## src/rtl/program_loader_pkg.sv

```systemverilog
// Shared parameters for the program loader.
//   loader_state_t : loader FSM state encoding
//   sz_word        : memory access size code for a 32-bit word
//   mem_start      : default byte address of the first loaded word
//   mem_depth      : default size in bytes of the writable window
package program_loader_pkg;

    typedef enum logic [2:0] {
        IDLE,
        ASSEMBLE,
        WRITE,
        DONE,
        ERROR
    } loader_state_t;

    localparam logic [1:0]  sz_word   = 2'b10;
    localparam logic [31:0] mem_start = 32'h8002_0000;
    localparam logic [31:0] mem_depth = 32'h0001_0000;

endpackage

```

## src/rtl/program_loader_word_packer.sv

```systemverilog
// Big-endian byte-to-word packer.
//   clk     : rising-edge clock
//   reset   : asynchronous, active-low
//   byte_in : next byte
//   valid   : byte_in is accepted this cycle
//   clear   : discard the partial word and restart at byte 0
//   word    : packed word, already including byte_in when valid is high
//   count   : number of bytes held (wraps to 0 after the 4th byte)
module word_packer (
    input  logic        clk,
    input  logic        reset,
    input  logic [7:0]  byte_in,
    input  logic        valid,
    input  logic        clear,
    output logic [31:0] word,
    output logic [1:0]  count
);

    logic [31:0] word_q;
    logic [1:0]  count_q;
    logic [31:0] merged;

    // Byte 0 lands in bits 31:24, byte 3 in bits 7:0.
    always_comb begin
        merged = word_q;
        case (count_q)
            2'd0:    merged[31:24] = byte_in;
            2'd1:    merged[23:16] = byte_in;
            2'd2:    merged[15:8]  = byte_in;
            default: merged[7:0]   = byte_in;
        endcase
    end

    // The merged view lets the loader capture a finished word on the
    // same edge that accepts its final byte.
    assign word  = valid ? merged : word_q;
    assign count = count_q;

    always_ff @(posedge clk or negedge reset) begin
        if (!reset) begin
            word_q  <= '0;
            count_q <= '0;
        end else if (clear) begin
            word_q  <= '0;
            count_q <= '0;
        end else if (valid) begin
            word_q  <= merged;
            count_q <= count_q + 2'd1;
        end
    end

endmodule

```

## src/rtl/program_loader.sv

```systemverilog
// Streams a big-endian byte image into memory as 32-bit word writes,
// holding the processor in reset until the whole image is written.
//   clk, reset          : clock, asynchronous active-low reset
//   start               : pulse that begins (or restarts) a load
//   in_data/valid/last  : byte stream; in_ready is the accept handshake
//   mem_*               : memory write port (one-cycle mem_enable strobes)
//   cpu_reset           : active-high processor reset, released in DONE
//   done / error        : image written / image overflowed the window
//   word_count          : words written in the current load (saturating)
module program_loader
    import program_loader_pkg::*;
#(
    parameter logic [31:0] base_addr = mem_start,
    parameter logic [31:0] depth     = mem_depth
) (
    input  logic        clk,
    input  logic        reset,
    input  logic        start,
    input  logic [7:0]  in_data,
    input  logic        in_valid,
    input  logic        in_last,
    output logic        in_ready,
    output logic [31:0] mem_addr,
    output logic [31:0] mem_din,
    output logic [1:0]  mem_access_sz,
    output logic        mem_rd_wr,
    output logic        mem_enable,
    output logic        cpu_reset,
    output logic        done,
    output logic        error,
    output logic [15:0] word_count
);

    localparam logic [32:0] window_end = {1'b0, base_addr} + {1'b0, depth};

    loader_state_t state;
    logic [31:0]   addr;
    logic          last_seen;
    logic          accept;
    logic          restart;
    logic          pk_clear;
    logic [31:0]   pk_word;
    logic [1:0]    pk_count;

    assign mem_access_sz = sz_word;
    assign accept   = in_valid && in_ready;
    assign restart  = start && (state == IDLE || state == DONE || state == ERROR);
    assign pk_clear = restart || (state == WRITE);

    word_packer u_packer (
        .clk     (clk),
        .reset   (reset),
        .byte_in (in_data),
        .valid   (accept),
        .clear   (pk_clear),
        .word    (pk_word),
        .count   (pk_count)
    );

    always_ff @(posedge clk or negedge reset) begin
        if (!reset) begin
            state      <= IDLE;
            addr       <= base_addr;
            last_seen  <= 1'b0;
            word_count <= '0;
            in_ready   <= 1'b0;
            mem_enable <= 1'b0;
            mem_rd_wr  <= 1'b1;
            mem_din    <= '0;
            mem_addr   <= base_addr;
            cpu_reset  <= 1'b1;
            done       <= 1'b0;
            error      <= 1'b0;
        end else if (restart) begin
            state      <= ASSEMBLE;
            addr       <= base_addr;
            last_seen  <= 1'b0;
            word_count <= '0;
            in_ready   <= 1'b1;
            cpu_reset  <= 1'b1;
            done       <= 1'b0;
            error      <= 1'b0;
        end else begin
            case (state)
                ASSEMBLE: begin
                    if (accept && (pk_count == 2'd3 || in_last)) begin
                        last_seen <= in_last;
                        in_ready  <= 1'b0;
                        if ({1'b0, addr} >= window_end) begin
                            state <= ERROR;
                            error <= 1'b1;
                        end else begin
                            state      <= WRITE;
                            mem_enable <= 1'b1;
                            mem_rd_wr  <= 1'b0;
                            mem_addr   <= addr;
                            mem_din    <= pk_word;
                        end
                    end
                end
                WRITE: begin
                    mem_enable <= 1'b0;
                    mem_rd_wr  <= 1'b1;
                    mem_din    <= '0;
                    addr       <= addr + 32'd4;
                    if (word_count != 16'hFFFF) begin
                        word_count <= word_count + 16'd1;
                    end
                    if (last_seen) begin
                        state     <= DONE;
                        done      <= 1'b1;
                        cpu_reset <= 1'b0;
                    end else begin
                        state    <= ASSEMBLE;
                        in_ready <= 1'b1;
                    end
                end
                default: begin
                    in_ready <= 1'b0;
                end
            endcase
        end
    end

endmodule

```

## config.mk

```make
export PLATFORM = sky130hd
export DESIGN_NAME = program_loader
export DESIGN_NICKNAME = d
export VERILOG_FILES = /design/src/rtl/program_loader_pkg.sv /design/src/rtl/program_loader_word_packer.sv /design/src/rtl/program_loader.sv
export SDC_FILE = /design/constraint.sdc
export NUM_CORES = 1
export LEC_CHECK = 0
export ABC_AREA = 1
export CELL_PAD_IN_SITES_DETAIL_PLACEMENT = 0
export CELL_PAD_IN_SITES_GLOBAL_PLACEMENT = 1
export CORE_UTILIZATION = 44
export CTS_BUF_LIST = sky130_fd_sc_hd__clkbuf_16
export DETAILED_ROUTE_END_ITERATION = 16
export PLACE_DENSITY_LB_ADDON = 0.1
export REMOVE_ABC_BUFFERS = 1
export SYNTH_ARGS = -nofsm -noshare
export SYNTH_HDL_FRONTEND = slang
export SYNTH_HIERARCHICAL = 1
export SYNTH_SLANG_ARGS = --single-unit
```

## constraint.sdc

```tcl
create_clock -name clk -period 4.9 [get_ports clk]
set_clock_uncertainty 0.15 [all_clocks]
set_input_delay 0.735 -clock clk [delete_from_list [all_inputs] [get_ports clk]]
set_output_delay 0.735 -clock clk [all_outputs]
set_load 0.005 [all_outputs]
```

Word-level counts from Yosys, hierarchy flattened:

Index checks and enable logic that the tools add are counted.

* add/subtract/negate cells: 3
* $lt $le $gt $ge: 1
* eq/ne operators: 12
* multiplexer cells: 44
* bitwise operators: 2
* reductions and logical operators: 27

Operators by type and width (count)
* $mux W32: 6
* $pmux W32 S2: 1
* $mux W16: 3
* $add A32 B3 Y32 const B: 1
* $ge A32 B32 Y1 const B: 1
* $mux W8: 4
* $mux W1: 20
* $add A16 B1 Y16 const B: 1
* $ne A16 B16 Y1 const B: 1
* $reduce_bool A2 Y1: 8
* $reduce_and A2 Y1: 5
* $mux W3: 3
* $reduce_and A4 Y1: 2
* $eq A3 B2 Y1 const B: 2
* $mux W2: 3
* $ne A3 B3 Y1 const B: 2
* $pmux W1 S2: 3
* $pmux W3 S2: 1
* $eq A2 B2 Y1 const B: 2
* $logic_or A1 B1 Y1: 4
* $ne A2 B2 Y1 const B: 2
* $eq A3 B1 Y1 const B: 1
* $eq A3 B3 Y1 const B: 1
* $logic_and A1 B1 Y1: 3
* other kinds (8): 9

* register bits after elaboration: 156
* input bits: 13
* output and inout port bits: 88
* word-level logic and storage cells: 103

Logic depth before layout (Yosys ltp):

* depth after elaboration: 7
* mapped depth: 11
* depth with buffers taken out: 11

Modules after synthesis:

Netlist, hierarchy kept.

Modules (own cells, without submodules)
* program_loader: instances 1, cells each 740, area each 5888.1 sq um, sequential area each 2960.3 sq um
* word_packer: instances 1, cells each 263, area each 1820.5 sq um, sequential area each 850.8 sq um

Worst setup path before layout:

Ideal clock, no wire load.

* path type: input-to-reg
* start point: input port start
* end point: register u_packer.word_q[10]
* setup time: 0.132 ns
* arrival: 1.706 ns
* data required time: 4.618 ns
* path slack: 2.912 ns
* stages: 8
* path buffers: 2
* path through: a21boi_2 nand2_2 inv_4 nor2_4 inv_4 clkbuf_2 clkbuf_1 nor2_1

* word-level cells in the longest chain between the ends: 3

Ends and longest elaborated chain
* start: declaration: line program_loader.sv:18 `input logic start,`
* $logic_and A1 B1 Y1: line program_loader.sv:47 `assign restart = start && (state == IDLE || state == DONE || state == ERROR);`
* $logic_or A1 B1 Y1: line program_loader.sv:48 `assign pk_clear = restart || (state == WRITE);`
* named net pk_clear: line program_loader.sv:41 `logic pk_clear;`
* $mux W32: line program_loader_word_packer.sv:43 `end else if (clear) begin`
* end signal: assignment: line program_loader_word_packer.sv:47 `word_q <= merged;`
* end: declaration: line program_loader_word_packer.sv:19 `logic [31:0] word_q;`

The timed path passes the listed nets, and every way through them passes these cells.
A chain may end at the register's enable or synchronous reset.

Final worst setup path:

* start point: input port in_valid
* end point: register mem_din[14]

* word-level cells in the longest chain between the ends: 5
* elaborated cells between the ends (all ways): 8
* classes of those cells: eq/ne (1); mux (4); reduce/logical (3)

Ends and longest elaborated chain
* start: declaration: line program_loader.sv:20 `input logic in_valid,`
* $logic_and A1 B1 Y1 (*): line program_loader.sv:46 `assign accept = in_valid && in_ready;`
* named net accept: line program_loader.sv:39 `logic accept;`
* $mux W32
* $mux W32: line program_loader.sv:89 `if ({1'b0, addr} >= window_end) begin`
* $mux W32: line program_loader.sv:86 `if (accept && (pk_count == 2'd3 || in_last)) begin`
* $pmux W32 S2: line program_loader.sv:84 `case (state)`
* end signal: assignment: line program_loader.sv:97 `mem_din <= pk_word;`
* end: declaration: line program_loader.sv:24 `output logic [31:0] mem_din,`

The timed path passes the listed nets; every way through them passes the cells marked *. The select of a mux whose other input is x is not followed.

==> flow_summary.json <==
{
  "vdd_drop_max_v": 0.000248,
  "crit_reg_reg_endpoint": "mem_din[14]$_DFFE_PN0P_",
  "grt_pass1_vias": 6009,
  "ranking_of_synthesized_cells_by_instance_count": "nand2_1 (275), dfrtp_1 (146), nand3_1 (143), inv_1 (136), nor2_1 (104)",
  "area_delta_synth_final_pct": 21.4,
  "detail_route.drc_violations": 0,
  "min_delay_path_class": "in2async",
  "final.period_utilization": 0.589,
  "top_ff_cell_synth": "dfrtp_1",
  "power_leakage_uw": 0.00449,
  "grt_util_met3": 0.0552,
  "grt_start_max_net_pins": 93,
  "grt_antenna_before_repair": 0,
  "cpPeakStageDelay_ns": 0.46,
  "power.sequential.fraction": 0.469,
  "post_cts_setup_repair_bufs": 0,
  "finalHoldViolCount": 0,
  "timing.max_slew.rel_slack": 0.405,
  "power.combinational.fraction": 0.017,
  "r2r_start": "addr[19]$_DFFE_PN0P_",
  "final_estimated_routing_congestion_in_global_placement": 0.822,
  "finish_stage_setup_viols": 0,
  "syn-instance-count": 1003,
  "cp_num_buf_inv": 4,
  "postCtsHoldBufs": 0,
  "cp_common_cell": "nand2_1",
  "p_sw_frac": 0.212,
  "status": "completed",
  "ys_seq_area_frac": 0.494,
  "grt_overflow": 0,
  "power.switching_uw": 569,
  "clock-root-buffer": "clkbuf_16",
  "synthArstFlopShare": 1.00,
  "placed_cells_incl_taps": 1289,
  "final_net_count": 1103,
  "layout.filler_cells": 1714,
  "first_pass_grt_wire_length_mm": 31.0,
  "cp_top_family": "buffers and inverters",
  "cts_tree": "yes",
  "detailedPlacementHpwl_mm": 12.2,
  "worstSetupStartpointType": "input pin",
  "grtUsageTotal": 0.222,
  "placement.setup.worst_slack_ns": 1.55,
  "post-synth-top-area-cell": "dfrtp_1",
  "top_usage_layer": "met2",
  "synth_area_leaders": "dfrtp_1 (47%), nand2_1 (13%), nand3_1 (9.3%)",
  "timing.setup.critical_path_class": "in2reg",
  "maxClockFrequency_mhz": 347,
  "setup_total_negative_slack_ns": 0,
  "syn_avg_cell_area_um2": 7.69,
  "r2r.worst_path.cells": 10,
  "slowest_stage": "clkdlybuf4s50_1",
  "setup.reg_to_reg.worst_slack_ns": 2.08,
  "antenna_cells_inserted": 0,
  "internal-power_uw": 2110,
  "initial_core_util": 0.449,
  "io_buffer_count": 96,
  "netlist-cell-type-count": 38,
  "post-synth-top-count-cell": "nand2_1",
  "cts_htree_levels": 4,
  "final_period_minus_worst_setup_slack_ns": 2.89,
  "clockBufferDepth": 2,
  "maxSlewViolCount": 0,
  "yosysWarningCount": 6,
  "top_level_ports": 101,
  "transition_time_at_the_pin_with_the_least_slew_margin_ns": 0.892,
  "vias": 6474,
  "maxCapViolCount": 0,
  "cts_inserted_buffers": 17,
  "postSynthRegisterBits": 152,
  "clock-sinks": 152,
  "rsz0062_at_grt": "no",
  "design.core.area_um2": 17200,
  "post_layout_nonfiller_instances": 1321,
  "drt_pass1_iterations": 5,
  "number_of_enable_flip_flop_cells_after_synthesis": 0,
  "wire_length_reported_by_the_detailed_router_mm": 18.7,
  "clkPwrFrac": 0.514,
  "power-per-cell-area_nw_per_um2": 286,
  "path_max_fanout": 42,
  "worstSkewPairLatency_ns": 0.43,
  "fp.dieArea_um2": 18100,
  "avgRoutedWirePerCell_um": 14.2,
  "crit_cells": 10,
  "endpoint_arrival_time_on_the_critical_path_ns": 3.05,
  "rows": 48,
  "drt_first_iter_violations": 403,
  "drive_gt1_frac": 0.0766,
  "syn_area_um2": 7710,
  "met2_usage": 0.339,
  "crit_chain": "clkdlybuf4s50_1 -> nand2_1 -> inv_1 -> buf_4 -> nand2_1 -> nor2_2 -> nand2_2 -> buf_4 -> nand3_1 -> nand2_1",
  "ant_nets": 0,
  "gr-usage-met1": 0.314,
  "clk_pin_slew_worst_paths_ns": 0.06,
  "yosys.area.top_type_share": 0.474,
  "die_y_um": 134,
  "dieWidth_um": 134,
  "crit_path_end_kind": "flop",
  "cts-resized-gates": 0,
  "required_ns": 5.06,
  "routed_via_density": 4.90,
  "fin_ws_ns": 2.01
}
-- worst max path at each step --
stage	endpoint	startpoint	slack [ns]
6_report	mem_din[14]$_DFFE_PN0P_	in_valid	2.01
5_1_grt	mem_din[13]$_DFFE_PN0P_	addr[19]$_DFFE_PN0P_	1.81
4_1_cts	mem_din[14]$_DFFE_PN0P_	in_valid	2.01
3_5_place_dp	mem_din[14]$_DFFE_PN0P_	in_valid	1.55
3_3_place_gp	mem_din[5]$_DFFE_PN0P_	in_valid	1.60
2_1_floorplan	mem_addr[10]$_DFFE_PN0P_	in_valid	1.0
-- cells by family (layout without fill, tap and decap cells) --
family / Yosys count / in the layout / share of synthesized area
DFF: 152 / 152 / 0.494
xor gates and xnor gates: 4 / 4 / 0.00454
buffers and inverters: 184 / 275 / 0.103
AOI/OAI and AO/OA: 83 / 83 / 0.0631
and+or+nand+nor: 571 / 571 / 0.322
other: 2 / 4 / 0.000974
adders and majority gates: 7 / 7 / 0.0114
-- registers in the layout (all words and copies together), names as in the netlist --
signal and count:
addr 30, cpu_reset 1, done 1, error 1, in_ready 1, last_seen 1, mem_addr 30, mem_din 32
mem_enable 1, mem_rd_wr 1, state 3, u_packer/count 2, u_packer/word_q 32, word_count 16
-- layout by cell type, fill, tap and decap left out, types with 5 or more instances in the layout --
master and n:
nand3_1 143, o21ai_0 17, dfstp_2 6, inv_1 137, nor3_1 8, nand4_1 15, nand2_2 8, clkbuf_16 17
o21ai_1 28, buf_4 8, dfrtp_1 146, ha_1 7, nand2_1 275, a21oi_1 17, nor2_4 5, clkdlybuf4s50_1 95
nor2_1 104, o21ai_2 13
-- power by group through the flow --
stage / Clock (uW) / Combinational [uW] / Sequential, uW
final: 1380 / 45.0 / 1260
after global routing: 1460 / 51.6 / 1250
after CTS: 1410 / 47.8 / 1260
after detailed placement: 0 / 47.7 / 1280
after global placement: 0 / 47.3 / 1280
after floorplan: 0 / 4.83 / 1280
-- stage by stage --
stage,instance area (um2),utilization,hold WS (ns),total power [uW]
floorplan,7450,-,0.289,1280
global placement,8750,0.509,0.304,1330
detailed placement,8750,0.509,0.312,1330
CTS,9360,0.545,0.282,2710
global route,9360,0.545,0.302,2760
finish,9360,0.545,0.232,2680
-- per-layer routing --
layer  share of wire  vias to the layer above
met3           0.051                       13
met5               0                        -
met2            0.44                      132
li1                -                     3298
met1            0.49                     3031
met4           0.011                        0
-- cell type report --
class                           count  area [um2]  share of cell area
Clock inverter                     15         184              0.0196
Timing Repair Buffer              104        1020               0.109
Tap cell                          225         282              0.0301
Multi-Input combinational cell    669        3110               0.332
Inverter                          139         527              0.0563
Clock buffer                       17         425              0.0454
Sequential cell                   152        3810               0.407
Power figures use the tool's default switching activity.
==> patch, RTL diff (config.mk and constraints unchanged) <==
Make the reset (`reset`) synchronous in 2 clocked blocks. Comments in the files are not updated.
--- a/src/rtl/program_loader_word_packer.sv
+++ b/src/rtl/program_loader_word_packer.sv
@@ -36,7 +36,7 @@
     assign word  = valid ? merged : word_q;
     assign count = count_q;
 
-    always_ff @(posedge clk or negedge reset) begin
+    always_ff @(posedge clk) begin
         if (!reset) begin
             word_q  <= '0;
             count_q <= '0;
--- a/src/rtl/program_loader.sv
+++ b/src/rtl/program_loader.sv
@@ -57,7 +57,7 @@
         .count   (pk_count)
     );
 
-    always_ff @(posedge clk or negedge reset) begin
+    always_ff @(posedge clk) begin
         if (!reset) begin
             state      <= IDLE;
             addr       <= base_addr;
Formal check against the unedited RTL: differs if reset is asserted again (counterexample within 4 cycles, from zero or initial values and one cycle with reset low); with reset held inactive, the same outputs for 4 cycles.
==> patch against the unedited design <==
Routed wire length down 1.4%; non-clock buffer count down 2; die area down 7.3%; sequential cell count unchanged; worst setup slack better by 0.30 ns; global-route usage up 0.84 points; utilization up 0.81 points; final area down 6.1%; synthesized area down 7.4%; register-to-register slack better by 0.23 ns.
Power is not compared: it rests on default switching activity, and its combinational part moved more than twofold at a synthesized area within 25%.
==> patch: results (changes against the unedited design) <==
CTS Buf Count 17 (unchanged); biggest regs mem_din (32), u_packer/word_q (32); register area share after synthesis 42.6% (-6.8 points); Fin Hold WS 0.309 ns (+0.0771 ns); Worst R2R Setup Slack 2.31 ns (+0.23 ns); asr flop ratio synth 0% (-100 points); Iter 0 DRT Violations 424 (+5.2%); postcts setup bufs 0 (unchanged); H-tree depth 4 (unchanged); Pre-Repair DR Iteration Count 5 (unchanged); vias per cell 4.91 (+0.27%); Reg2Reg Depth 9 (-1); number of global-route vias before repair 5887 (-2.0%); cell family with most CP delay simple AND/OR/NAND/NOR gates; Filler cells 1689 (-1.5%); post-DR wirelength/cell 13.7 um (-3.7%); antenna cells 0 (unchanged); RePlAce Congestion 0.807 (-1.8%); final wirelength 18500 um (-1.4%); Synth area leaders dfxtp_1 (43%), nand2_1 (14%), nand3_1 (11%), a21oi_1 (7.3%), inv_1 (6.4%); Worst-Skew Late Latency ~0.42 ns; Worst-path clk slew 0.06 ns (about the same); Global Route Usage Sum 23.0% (+0.84 points); detailed placement HPWL 12000 um (-1.3%); Slew @ Worst Pin 1.17 ns (+0.277 ns); Clock Path Buffers 2 (unchanged); Worst EP arrival 2.78 ns (-0.27 ns); Synth cell types 33 (-13%); Hold/Removal Path Class reg -> reg; Reg-to-Reg Start addr[24]; peak supply drop 272 uV; largest net degree at the start of global routing 66 (-29%); RR Endpoint mem_din[18]; slowest stage cell, crit path buf_4; layout cells sized above 1 5.37% (-2.3 points); Setup Crit Path Kind reg -> reg; Root Driver clkbuf_16; static leakage 3.37 nW; hold path cells 2; status completed; CP peak stage delay 0.61 ns (+0.15 ns); P_int 2.22 mW; critical path peak fanout 65 (+55%); top cells by count, synth nand2_1 (273), nand3_1 (155), dfxtp_1 (152); YS warnings 6 (unchanged); ys flop type dfxtp_1; NumNets Final 1143 (+3.6%); WHS Endpoint mem_addr[22]; first-pass GRT wire length 30000 um (-3.3%)
-- patch: logic make-up (layout without fill, tap and decap cells) --
group,after synthesis,in the layout,synth area share (%)
simple gates,575,575,34.3
compound gates,122,122,8.87
fa+ha+maj,7,7,1.23
xor+xnor,13,13,1.59
flops,152,152,42.6
other cells,2,4,0.105
buf+inv,185,263,11.2
-- patch: worst max path at each step --
stage,startpoint,endpoint,depth (start not counted),slack [ns]
after detailed placement,in_valid,mem_din[0],9,1.93
final,addr[24],mem_din[18],9,2.31
after floorplan,in_valid,mem_addr[17],7,0.67
after CTS,addr[24],mem_din[26],9,2.30
after global routing,addr[24],mem_din[27],9,2.10
after global placement,in_valid,state[1],9,1.94
-- patch: per-layer routing --
| metal | wire (um) | part of all wire [%] | GRT usage (%) |
|---|---|---|---|
| met5 | 0 | 0 | 0 |
| met4 | 281 | 1.5 | 7.89 |
| met3 | 909 | 4.9 | 4.21 |
| met2 | 7990 | 43 | 34.9 |
| met1 | 9290 | 50 | 32.7 |
-- patch: area by class of cell --
type | instances | share of cell area, %
timing repair buffer | 102 | 11.4
tap | 216 | 3.08
clock inverter | 15 | 2.82
multi-input combinational | 721 | 37.7
clock buffer | 17 | 4.84
inverter | 129 | 5.51
sequential | 152 | 34.6
-- patch: worst register-to-register path, delay by kind of cell (launching register included) --
family / cells / cell delay, ns
AOI/OAI and AO/OA: 1 / 0.16
buffers and inverters: 1 / 0.61
DFF: 1 / 0.52
and+or+nand+nor: 7 / 1.06
-- patch: power by group through the flow --
stage               registers, mW  logic, mW  clock network, mW
detailed placement           1.27     0.0908                  0
global placement             1.27     0.0917                  0
finish                       1.24     0.0904               1.49
floorplan                    1.27     0.0498                  0
global route                 1.24      0.101               1.57
CTS                          1.24     0.0913               1.52
-- patch: metrics by stage --
stage               total power [mW]  util (%)  setup slack (ns)  instance area [um2]  instances
floorplan                       1.32         -             0.673                 6830       1002
global placement                1.36      51.1              1.94                 8110       1320
detailed placement              1.36      51.1              1.93                 8110       1320
CTS                             2.86      55.3              2.30                 8790       1352
global route                    2.91      55.3              2.10                 8790       1352
finish                          2.83      55.3              2.31                 8790       1352
